$ cat src/rtl/keypad_pkg.sv
// Shared constants for the keypad display buffer: key width, digit count and 7-segment patterns.
package keypad_pkg;

    localparam int unsigned KEY_W      = 4;
    localparam int unsigned NUM_DIGITS = 4;

    localparam logic [3:0] CTRL_ALL_OFF = 4'b1111;

    // Segment order {a,b,c,d,e,f,g,dp}, active-high
    localparam logic [7:0] SEG_0     = 8'hFC;
    localparam logic [7:0] SEG_1     = 8'h60;
    localparam logic [7:0] SEG_2     = 8'hDA;
    localparam logic [7:0] SEG_3     = 8'hF2;
    localparam logic [7:0] SEG_4     = 8'h66;
    localparam logic [7:0] SEG_5     = 8'hB6;
    localparam logic [7:0] SEG_6     = 8'hBE;
    localparam logic [7:0] SEG_7     = 8'hE0;
    localparam logic [7:0] SEG_8     = 8'hFE;
    localparam logic [7:0] SEG_9     = 8'hF6;
    localparam logic [7:0] SEG_A     = 8'hEE;
    localparam logic [7:0] SEG_B     = 8'h3E;
    localparam logic [7:0] SEG_C     = 8'h9C;
    localparam logic [7:0] SEG_D     = 8'h7A;
    localparam logic [7:0] SEG_E     = 8'h9E;
    localparam logic [7:0] SEG_F     = 8'h8E;
    localparam logic [7:0] SEG_BLANK = 8'h00;

endpackage

$ cat src/rtl/hex_to_seg.sv
// Combinational hex digit to 7-segment pattern decoder.
module hex_to_seg
    import keypad_pkg::*;
(
    input  logic [KEY_W-1:0] hex,
    output logic [7:0]       seg
);

    always_comb begin
        seg = SEG_BLANK;
        unique case (hex)
            4'h0: seg = SEG_0;
            4'h1: seg = SEG_1;
            4'h2: seg = SEG_2;
            4'h3: seg = SEG_3;
            4'h4: seg = SEG_4;
            4'h5: seg = SEG_5;
            4'h6: seg = SEG_6;
            4'h7: seg = SEG_7;
            4'h8: seg = SEG_8;
            4'h9: seg = SEG_9;
            4'hA: seg = SEG_A;
            4'hB: seg = SEG_B;
            4'hC: seg = SEG_C;
            4'hD: seg = SEG_D;
            4'hE: seg = SEG_E;
            4'hF: seg = SEG_F;
        endcase
    end

endmodule

$ cat src/rtl/keypad_display_buffer.sv
// Stores the last four keypad codes and drives a multiplexed 4-digit 7-segment display.
module keypad_display_buffer
    import keypad_pkg::*;
#(
    parameter int unsigned REFRESH_DIV = 4000
) (
    input  logic             clk,
    input  logic             rst,
    input  logic             key_valid,
    input  logic [KEY_W-1:0] key_code,
    output logic             key_ready,
    input  logic             clear,
    output logic [2:0]       digit_count,
    output logic [3:0]       ctrl,
    output logic [7:0]       segment
);

    localparam int unsigned DivW = $clog2(REFRESH_DIV);
    localparam logic [DivW-1:0] DivLast = DivW'(REFRESH_DIV - 1);
    localparam logic [2:0] CountMax = 3'(NUM_DIGITS);

    logic [NUM_DIGITS*KEY_W-1:0] digits_q, digits_d;
    logic [2:0]                  count_q, count_d;
    logic                        ready_q, ready_d;
    logic [DivW-1:0]             div_q, div_d;
    logic [1:0]                  idx_q, idx_d;
    logic [3:0]                  ctrl_q, ctrl_d;
    logic [7:0]                  seg_q, seg_d;

    logic             accept;
    logic [KEY_W-1:0] cur_digit;
    logic [7:0]       cur_seg;

    assign accept    = key_valid & ready_q & ~clear;
    assign cur_digit = digits_q[{idx_q, 2'b00} +: KEY_W];

    hex_to_seg u_hex_to_seg (
        .hex (cur_digit),
        .seg (cur_seg)
    );

    always_comb begin
        digits_d = digits_q;
        count_d  = count_q;
        if (clear) begin
            digits_d = '0;
            count_d  = '0;
        end else if (accept) begin
            digits_d = {digits_q[(NUM_DIGITS-1)*KEY_W-1:0], key_code};
            if (count_q != CountMax) begin
                count_d = count_q + 3'd1;
            end
        end
        // One dead cycle after every accept or clear throttles the producer
        ready_d = ~(accept | clear);
    end

    always_comb begin
        div_d = div_q + 1'b1;
        idx_d = idx_q;
        if (div_q == DivLast) begin
            div_d = '0;
            idx_d = idx_q + 2'd1;
        end
        ctrl_d = ~(4'b0001 << idx_q);
        seg_d  = ({1'b0, idx_q} < count_q) ? cur_seg : SEG_BLANK;
    end

    always_ff @(posedge clk) begin
        if (rst) begin
            digits_q <= '0;
            count_q  <= '0;
            ready_q  <= 1'b0;
            div_q    <= '0;
            idx_q    <= '0;
            ctrl_q   <= CTRL_ALL_OFF;
            seg_q    <= SEG_BLANK;
        end else begin
            digits_q <= digits_d;
            count_q  <= count_d;
            ready_q  <= ready_d;
            div_q    <= div_d;
            idx_q    <= idx_d;
            ctrl_q   <= ctrl_d;
            seg_q    <= seg_d;
        end
    end

    assign key_ready   = ready_q;
    assign digit_count = count_q;
    assign ctrl        = ctrl_q;
    assign segment     = seg_q;

endmodule

$ cat config.mk
export PLATFORM = sky130hd
export DESIGN_NAME = keypad_display_buffer
export DESIGN_NICKNAME = d
export VERILOG_FILES = /design/src/rtl/keypad_pkg.sv /design/src/rtl/hex_to_seg.sv /design/src/rtl/keypad_display_buffer.sv
export SDC_FILE = /design/constraint.sdc
export NUM_CORES = 1
export LEC_CHECK = 0
export ABC_AREA = 1
export CAP_MARGIN = 20
export CORE_ASPECT_RATIO = 0.8
export CORE_MARGIN = 10
export CORE_UTILIZATION = 49
export DETAILED_ROUTE_END_ITERATION = 8
export PLACE_DENSITY = 0.75
export SLEW_MARGIN = 20
export SYNTH_ARGS = -nofsm -noshare
export SYNTH_HDL_FRONTEND = slang
export SYNTH_SLANG_ARGS = --single-unit
$ cat constraint.sdc
create_clock -name clk -period 1.5 [get_ports clk]
set_input_delay 0.375 -clock clk [delete_from_list [all_inputs] [get_ports clk]]
set_output_delay 0.375 -clock clk [all_outputs]
set_load 0.01 [all_outputs]
* Yosys cells after proc, flatten, opt, wreduce, memory -nomap -nowiden
Memories as Yosys holds them, arrays and structs flattened. A register that Yosys moved wholly into a read port is not among the register bits.
Index checks and enable logic that the tools add are counted.
** Storage, ports and cells
- Flip-flop bits (word level) :: 46
- Latch bits :: 0
- Bits in writable memories :: 0
- Bits in read-only memories :: 112
- Output and inout bits :: 16
- Memories kept :: 1
** Memory list
- (name not given) :: depth 16, bits a word 7, rd ports 1, clocked after memory_dff 1, wr ports 0, RTL line hex_to_seg.sv:11 : unique case (hex)
** Operators by class
- $add $sub $neg :: 3
- Multiply operators :: 0
- Div/mod/pow operators :: 0
- $lt $le $gt $ge :: 1
- Eq/ne operators :: 2
- Shift-type cells :: 2
- Mux-type cells :: 0
- Bitwise operators :: 7
- Reduce and logical (&&, ||, !) cells :: 4
** Operators with widths (count)
- $shiftx 16x5->4 :: 1
- $add 12x1->12 const B :: 1
- $eq 12x12->1 const B :: 1
- $reduce_or 2->1 :: 3
- $not 4->4 :: 1
- $shl 1x2->4 const A :: 1
- $add 3x1->3 const B :: 1
- $lt 2x3->1 :: 1
- $ne 3x3->1 const B :: 1
- $not 1->1 :: 3
- $add 2x1->2 const B :: 1
- $and 1x1->1 :: 2
- $reduce_and 2->1 :: 1
- $or 1x1->1 :: 1

* Depth between registers and ports, before layout
Gate-level depths: netlist of the first run.
- Depth in word-level cells :: 4
- Mapped depth :: 12
- Mapped depth without buffers :: 11

* Hierarchy
A second synthesis of the first run with hierarchy kept.
** Unflattened totals
- Cell total of the unflattened synthesis :: 300
- Area total of the unflattened synthesis :: 2202.1 um^2
** Modules (own cells, without submodules)
- keypad_display_buffer :: times used 1, cells each 246, area an instance 1920.6 um^2
- hex_to_seg :: times used 1, cells each 54, area an instance 281.5 um^2

* Worst setup path before layout of the first run
No wires, ideal clock.
- Path kind :: register to register
- From :: reg idx_q[0]
- To :: reg seg_q[4], in the netlist segment[4]
- Library setup time :: 0.064 ns
- Arrival :: 1.498 ns
- Data required time :: 1.436 ns
- Slack :: -0.062 ns
- Cell stages (with the launch flop) :: 12
- Path buffers :: 1
- Clock period less this slack :: 1.562 ns
- Cell sequence :: dfxtp_1 inv_2 buf_6 nand2_1 nand3_1 nand2_1 inv_1 ha_1 nand3b_1 nand3_1 nand2_1 nor2_1
** On the way
- Word-level cells in the longest chain between the ends :: 3
- Elaborated cells on any way between the ends :: 4
- Classes of those cells :: 1 x order compare; 1 x shift; 1 x bitwise; 1 x reduce/logical
** Ends and longest elaborated chain
- from (decl) :: RTL line keypad_display_buffer.sv:26 : logic [1:0] idx_q, idx_d;
- from (signal assigned) :: RTL line keypad_display_buffer.sv:83 : idx_q <= idx_d;
- $lt 2x3->1 :: RTL line keypad_display_buffer.sv:66 : seg_d = ({1'b0, idx_q} < count_q) ? cur_seg : SEG_BLANK;
- $not 1->1 (no source line)
- $reduce_or 2->1 (no source line)
- to (decl) :: RTL line keypad_display_buffer.sv:28 : logic [7:0] seg_q, seg_d;
Parallel ways exist; a longest one is shown, timed or not.
A chain may end at the register's enable or synchronous reset.

* Final worst setup path of the first run
- From :: reg div_q[0]
- To :: reg idx_q[1]
** On the way
- Word-level cells in the longest chain between the ends :: 1
** Ends and longest elaborated chain
- from (decl) :: RTL line keypad_display_buffer.sv:25 : logic [DivW-1:0] div_q, div_d;
- from (signal assigned) :: RTL line keypad_display_buffer.sv:82 : div_q <= div_d;
- $eq 12x12->1 :: RTL line keypad_display_buffer.sv:61 : if (div_q == DivLast) begin
No other way between the ends.

==> impl_metrics.ini, run 1 <==
[global_routing]
antenna_found_initial = 0
grt_pass1_wl_um = 7490
grt_pass1_vias = 1640
track_usage = 0.123
grt_max_degree = 20
grt_overflow = 0

[floorplan]
core_area_sq_um = 4180
initial_core_util = 0.506
die-area_sq_um = 7360
chipWidth_um = 93.5
io-pin-count = 24
die_h_um = 78.8
rows = 21

[final_layout]
nets = 343
final_common_cell = nand2_1
final_cell_mix = nand2_1, dfxtp_1, buf_4
design_area_sq_um = 2800
diodes = 0
area_delta_synth_final_pct = 32.5
final_util = 0.671
drive_gt1_frac = 0.238

[sta]
rsz0062_at_grt = true
slew_violations = 0
min_period_over_period = 0.974
setup_violations = 0
finalHoldViolCount = 0
fin_skew_ps = 6.43
fin_ws_ps = 38.4
setup_tns_ps = 0
fmax_mhz = 684
min_period_ps = 1460

[drt]
wl_per_cell_um = 12.6
vias = 1872
wl_um = 4750
ant_nets = 0
vias_per_cell = 4.97
drt_iter0_markers = 77
drc = 0
first_pass_iters = 4

[clocking]
cts_tree = built
cts-root-buf = clkbuf_8
cts_buffers = 5
htree_levels = 2
clk_latency_ps = 290
clkTransAtPathRegs_ps = 80
cts_sinks = 45
clockBufferDepth = 2

[placement]
hpwl_um = 3300
gp_congestion = 0.813
dp_slack_ps = -205
place_area_sq_um = 2520
numPortBuffers = 22

[yosys]
synth-async-reset-ratio = 0
synthCells = 270
avgSynthCellArea_sq_um = 7.84
ys_seq_area_frac = 0.426
synth_warnings = 0
synth-main-ff-cell = dfxtp_1
ys_ff_latch = 45
synth_cell_types = 33
syn-num-nets = 293
netlist_area_sq_um = 2120
synth_edf_count = 0

[setup_path]
startpoint_type = flip-flop
end_kind = flip-flop
criticalPathCategory = flip-flop to flip-flop
crit_fanout = 6
worst-path-buf-inv = 0
worstPathArrival_ps = 1640
cp_cell_sequence = ha_1 > nand3_1 > nor2_4 > nand3_2 > o21ai_0 > a21oi_1
slowest_stage = dfxtp_1
crit_start = div_q[0]$_SDFF_PP0_
cpLargestDelayFamily = simple AND/OR/NAND/NOR gates
critPathRequiredTime_ps = 1680
r2r-start = div_q[0]$_SDFF_PP0_
max_stage_delay_ps = 360

[worst_hold_path]
hp-start = div_q[0]$_SDFF_PP0_
min_path_type = flip-flop to flip-flop

[power_and_ir_drop]
max-vdd-ir-drop_v = 0.000614
totalPowerFinal_mw = 2.11
power.static_leakage_nw = 1.17
powerDensity_nw_per_um2 = 753

[run]
drv_cap = 0

[outcome]
status = completed
where the power goes:
group          leakage (nW)  switching, mW  total [mW]  internal, mW
Sequential            0.366         0.0107        1.22          1.21
Combinational         0.755         0.0750       0.143        0.0683
Clock                0.0443          0.382       0.747         0.366
Total                  1.17          0.467        2.11          1.64
area by class of cell:
cell class | instances | area (sq um)
fillers | 342 | 1380
multi-input cells | 190 | 1190
flip-flops and latches | 45 | 908
repair buffers | 50 | 428
inverters | 28 | 118
clock buffers | 7 | 86.3
well taps | 57 | 71.3
routing by layer:
layer | global-route usage | vias to the layer above | share of wire
li1 | - | 982 | -
met1 | 0.161 | 856 | 0.47
met2 | 0.187 | 29 | 0.48
met3 | 0.0348 | 5 | 0.046
met4 | 0.0492 | 0 | 0.011
met5 | 0 | - | 0
repair_timing:
action                                  4_1_cts  5_1_grt
hold buffers                                  0        0
pin swaps                                     1        9
endpoints found under the setup margin       21       28
gates resized for setup                      20       37
setup buffers                                 2        5
state kept, by name, indices dropped and copies added, names as in the netlist:
register     count
ctrl             4
digit_count      3
segment          7
idx_q            2
digits_q        16
key_ready        1
div_q           12
logic make-up (layout without fill, tap and decap cells):
kind of cell | after synthesis | after routing | share of synthesized area
compound gates | 57 | 57 | 0.144
xor+xnor | 5 | 5 | 0.0207
fa+ha+maj | 15 | 15 | 0.0887
buf+inv | 35 | 85 | 0.0739
flops | 45 | 45 | 0.426
other cells | 1 | 1 | 0.00177
simple gates | 112 | 112 | 0.245
stage by stage:
step | std cells | hold WS [ps]
floorplan | 270 | 418
global placement | 363 | 431
detailed placement | 363 | 451
CTS | 372 | 463
global route | 377 | 475
finish | 377 | 459
synthesized netlist by cell type (3+ instances only):
library cell,n,share of area
nand2_2,3,0.0089
nor2_1,25,0.044
a21oi_1,26,0.061
nand3_1,15,0.035
o21ai_0,23,0.054
a211oi_1,5,0.018
inv_1,24,0.043
dfxtp_1,45,0.43
nor3_1,4,0.0095
nand2_1,55,0.098
ha_1,15,0.089
xor2_1,3,0.012
worst paths after layout:
| path | end | slack (ps) | cells after the start |
|---|---|---|---|
| setup reg to reg | idx_q[1]$_SDFFE_PP0N_ | 40 | 6 |
| hold / removal | div_q[0]$_SDFF_PP0_ | 460 | 1 |
| hold reg to reg | div_q[0]$_SDFF_PP0_ | 460 | 1 |
| setup / recovery | idx_q[1]$_SDFFE_PP0N_ | 40 | 6 |
(Power assumes the default switching activity.)
==> run 2: changes to the inputs <==
--- a/config.mk
+++ b/config.mk
@@ -6,6 +6,7 @@
 export NUM_CORES = 1
 export LEC_CHECK = 0
 export ABC_AREA = 1
+export ABC_CLOCK_PERIOD_IN_PS = 1500
 export CAP_MARGIN = 20
 export CORE_ASPECT_RATIO = 0.8
 export CORE_MARGIN = 10
==> constraint.sdc (replaced) <==
create_clock -name clk -period 1.5 [get_ports clk]
set_input_delay 0.375 -clock clk [delete_from_list [all_inputs] [get_ports clk]]
set_output_delay 0.375 -clock clk [all_outputs]
set_load 0.1 [all_outputs]
==> run 2 against run 1 <==
  * The flow now finishes with violations (negative setup slack)
  * Total power rose by 7.0%
  * Worst setup slack got worse by 64 ps
  * Via count rose by 2.0%
  * First-iteration DRC count rose by 2.6%
  * Critical endpoint is now segment[5]$_SDFF_PP0_
  * Largest power group unchanged
==> impl_metrics.ini, run 2 (synthesis gave the netlist of run 1 again) <==
[run]
drv_cap = 0

[drt]
vias_per_cell = 5.00
vias = 1909
wl_per_cell_um = 13.1
drt_iter0_markers = 79
wl_um = 5000
ant_nets = 0
drc = 0
first_pass_iters = 5

[clocking]
cts_sinks = 45
htree_levels = 2
clk_latency_ps = 300
clockBufferDepth = 2
cts-hold-fix-buffers = 0
cts_tree = built
clkTransAtPathRegs_ps = 80
cts-root-buf = clkbuf_8
cts_buffers = 5

[final_layout]
final_cell_mix = nand2_1, dfxtp_1, buf_4
largest_reg_flops = 16
diodes = 0
drive_gt1_frac = 0.308
design_area_sq_um = 3000
largest_register = digits_q
nets = 347
final_common_cell = nand2_1
area_delta_synth_final_pct = 41.9
final_util = 0.719
fin_cells = 382
n_fill_cell = 314

[setup_path]
r2r-start = idx_q[0]$_SDFFE_PP0N_
criticalPathCategory = flip-flop to flip-flop
end_kind = flip-flop
crit_fanout = 8
crit_start = idx_q[0]$_SDFFE_PP0N_
worstPathArrival_ps = 1710
critPathRequiredTime_ps = 1680
startpoint_type = flip-flop

[global_routing]
antenna_found_initial = 0
grt_pass1_vias = 1686
track_usage = 0.124
grt_overflow = 0
grt_max_degree = 20
grt_pass1_wl_um = 7580

[placement]
place_area_sq_um = 2690
gp_congestion = 0.844
numPortBuffers = 22
dp_cells = 364
hpwl_um = 3290

[sta]
setup_tns_ps = -25.1
fin_ws_ps = -25.1
slew_violations = 0
fmax_mhz = 656
setup_violations = 1
rsz0062_at_grt = true
min_period_ps = 1530
fin_skew_ps = 11.6
min_period_over_period = 1.02
finalHoldViolCount = 0

[floorplan]
die-area_sq_um = 7360
die_h_um = 78.8
chipWidth_um = 93.5
core_area_sq_um = 4180
initial_core_util = 0.506
rows = 21
io-pin-count = 24

[worst_hold_path]
hp-start = div_q[0]$_SDFF_PP0_
min_path_type = flip-flop to flip-flop

[outcome]
violations = negative setup slack
status = finished, violations left

[power_and_ir_drop]
max-vdd-ir-drop_v = 0.000665
power.static_leakage_nw = 1.20
totalPowerFinal_mw = 2.26
powerDensity_nw_per_um2 = 752
==> run 2: changes by cell type in the layout (fill, tap and decap cells not counted), sizes merged <==
cell,change
buf,+19
dlygate4sd2,-15
clkinv,+1
==> run 2: final timing paths <==
kind / endpoint / slack, ps / cells after the start
max reg2reg: segment[5]$_SDFF_PP0_ / -30 / 8
min reg2reg: div_q[0]$_SDFF_PP0_ / 450 / 1
max: segment[5]$_SDFF_PP0_ / -30 / 8
min: div_q[0]$_SDFF_PP0_ / 450 / 1
==> run 2: layout make-up <==
cell class,count,area [sq um],share of cell area
Tap cell,57,71.3,0.0237
Clock inverter,1,5.00,0.00167
Inverter,28,118,0.0392
Clock buffer,7,96.3,0.0321
Timing Repair Buffer,54,618,0.206
Multi-Input combinational cell,190,1180,0.392
Sequential cell,45,918,0.306
==> run 2: per-layer routing <==
layer  global-route usage  vias up  routed length, um
li1                     -      987                  -
met1                0.156      881               2300
met2                0.196       31               2420
met3               0.0367       10                181
met4               0.0462        0                 91
met5                    0        -                  0
==> run 2: repair_timing <==
action / 4_1_cts / 5_1_grt
setup endpoints to repair: 6 / 21
gates resized for setup: 6 / 34
buffers inserted: 3 / 7
gates cloned: 0 / 0
pin swaps: 2 / 10
==> run 2: per-stage QoR <==
step                      hold WS [ps]  setup WS (ps)
after CTS                          461           2.24
after detailed placement           445           -186
final                              454          -25.1
after floorplan                    418          0.333
after global routing               468          -83.1
after global placement             432           -135
==> run 2: critical path: stages, from the launching register on <==
cell	delay, ps
dfxtp_4	420
nand2_1	110
nand3_2	110
nand2_4	80
buf_4	140
buf_4	130
ha_1	170
o21ai_1	160
a21oi_1	80
==> run 2: where the power goes <==
part	switching, mW	leakage (nW)	total (mW)	internal (mW)
clock network	0.406	0.0542	0.822	0.417
logic	0.127	0.774	0.213	0.0860
registers	0.0146	0.368	1.22	1.21
==> run 3: changes to the inputs <==
--- a/config.mk
+++ b/config.mk
@@ -12,6 +12,7 @@
 export CORE_MARGIN = 10
 export CORE_UTILIZATION = 49
 export DETAILED_ROUTE_END_ITERATION = 8
+export GPL_ROUTABILITY_DRIVEN = 0
 export PLACE_DENSITY = 0.75
 export SLEW_MARGIN = 20
 export SYNTH_ARGS = -nofsm -noshare
==> results of run 3 <==
The final DEF is identical to that of run 2; final timing and power are the same.
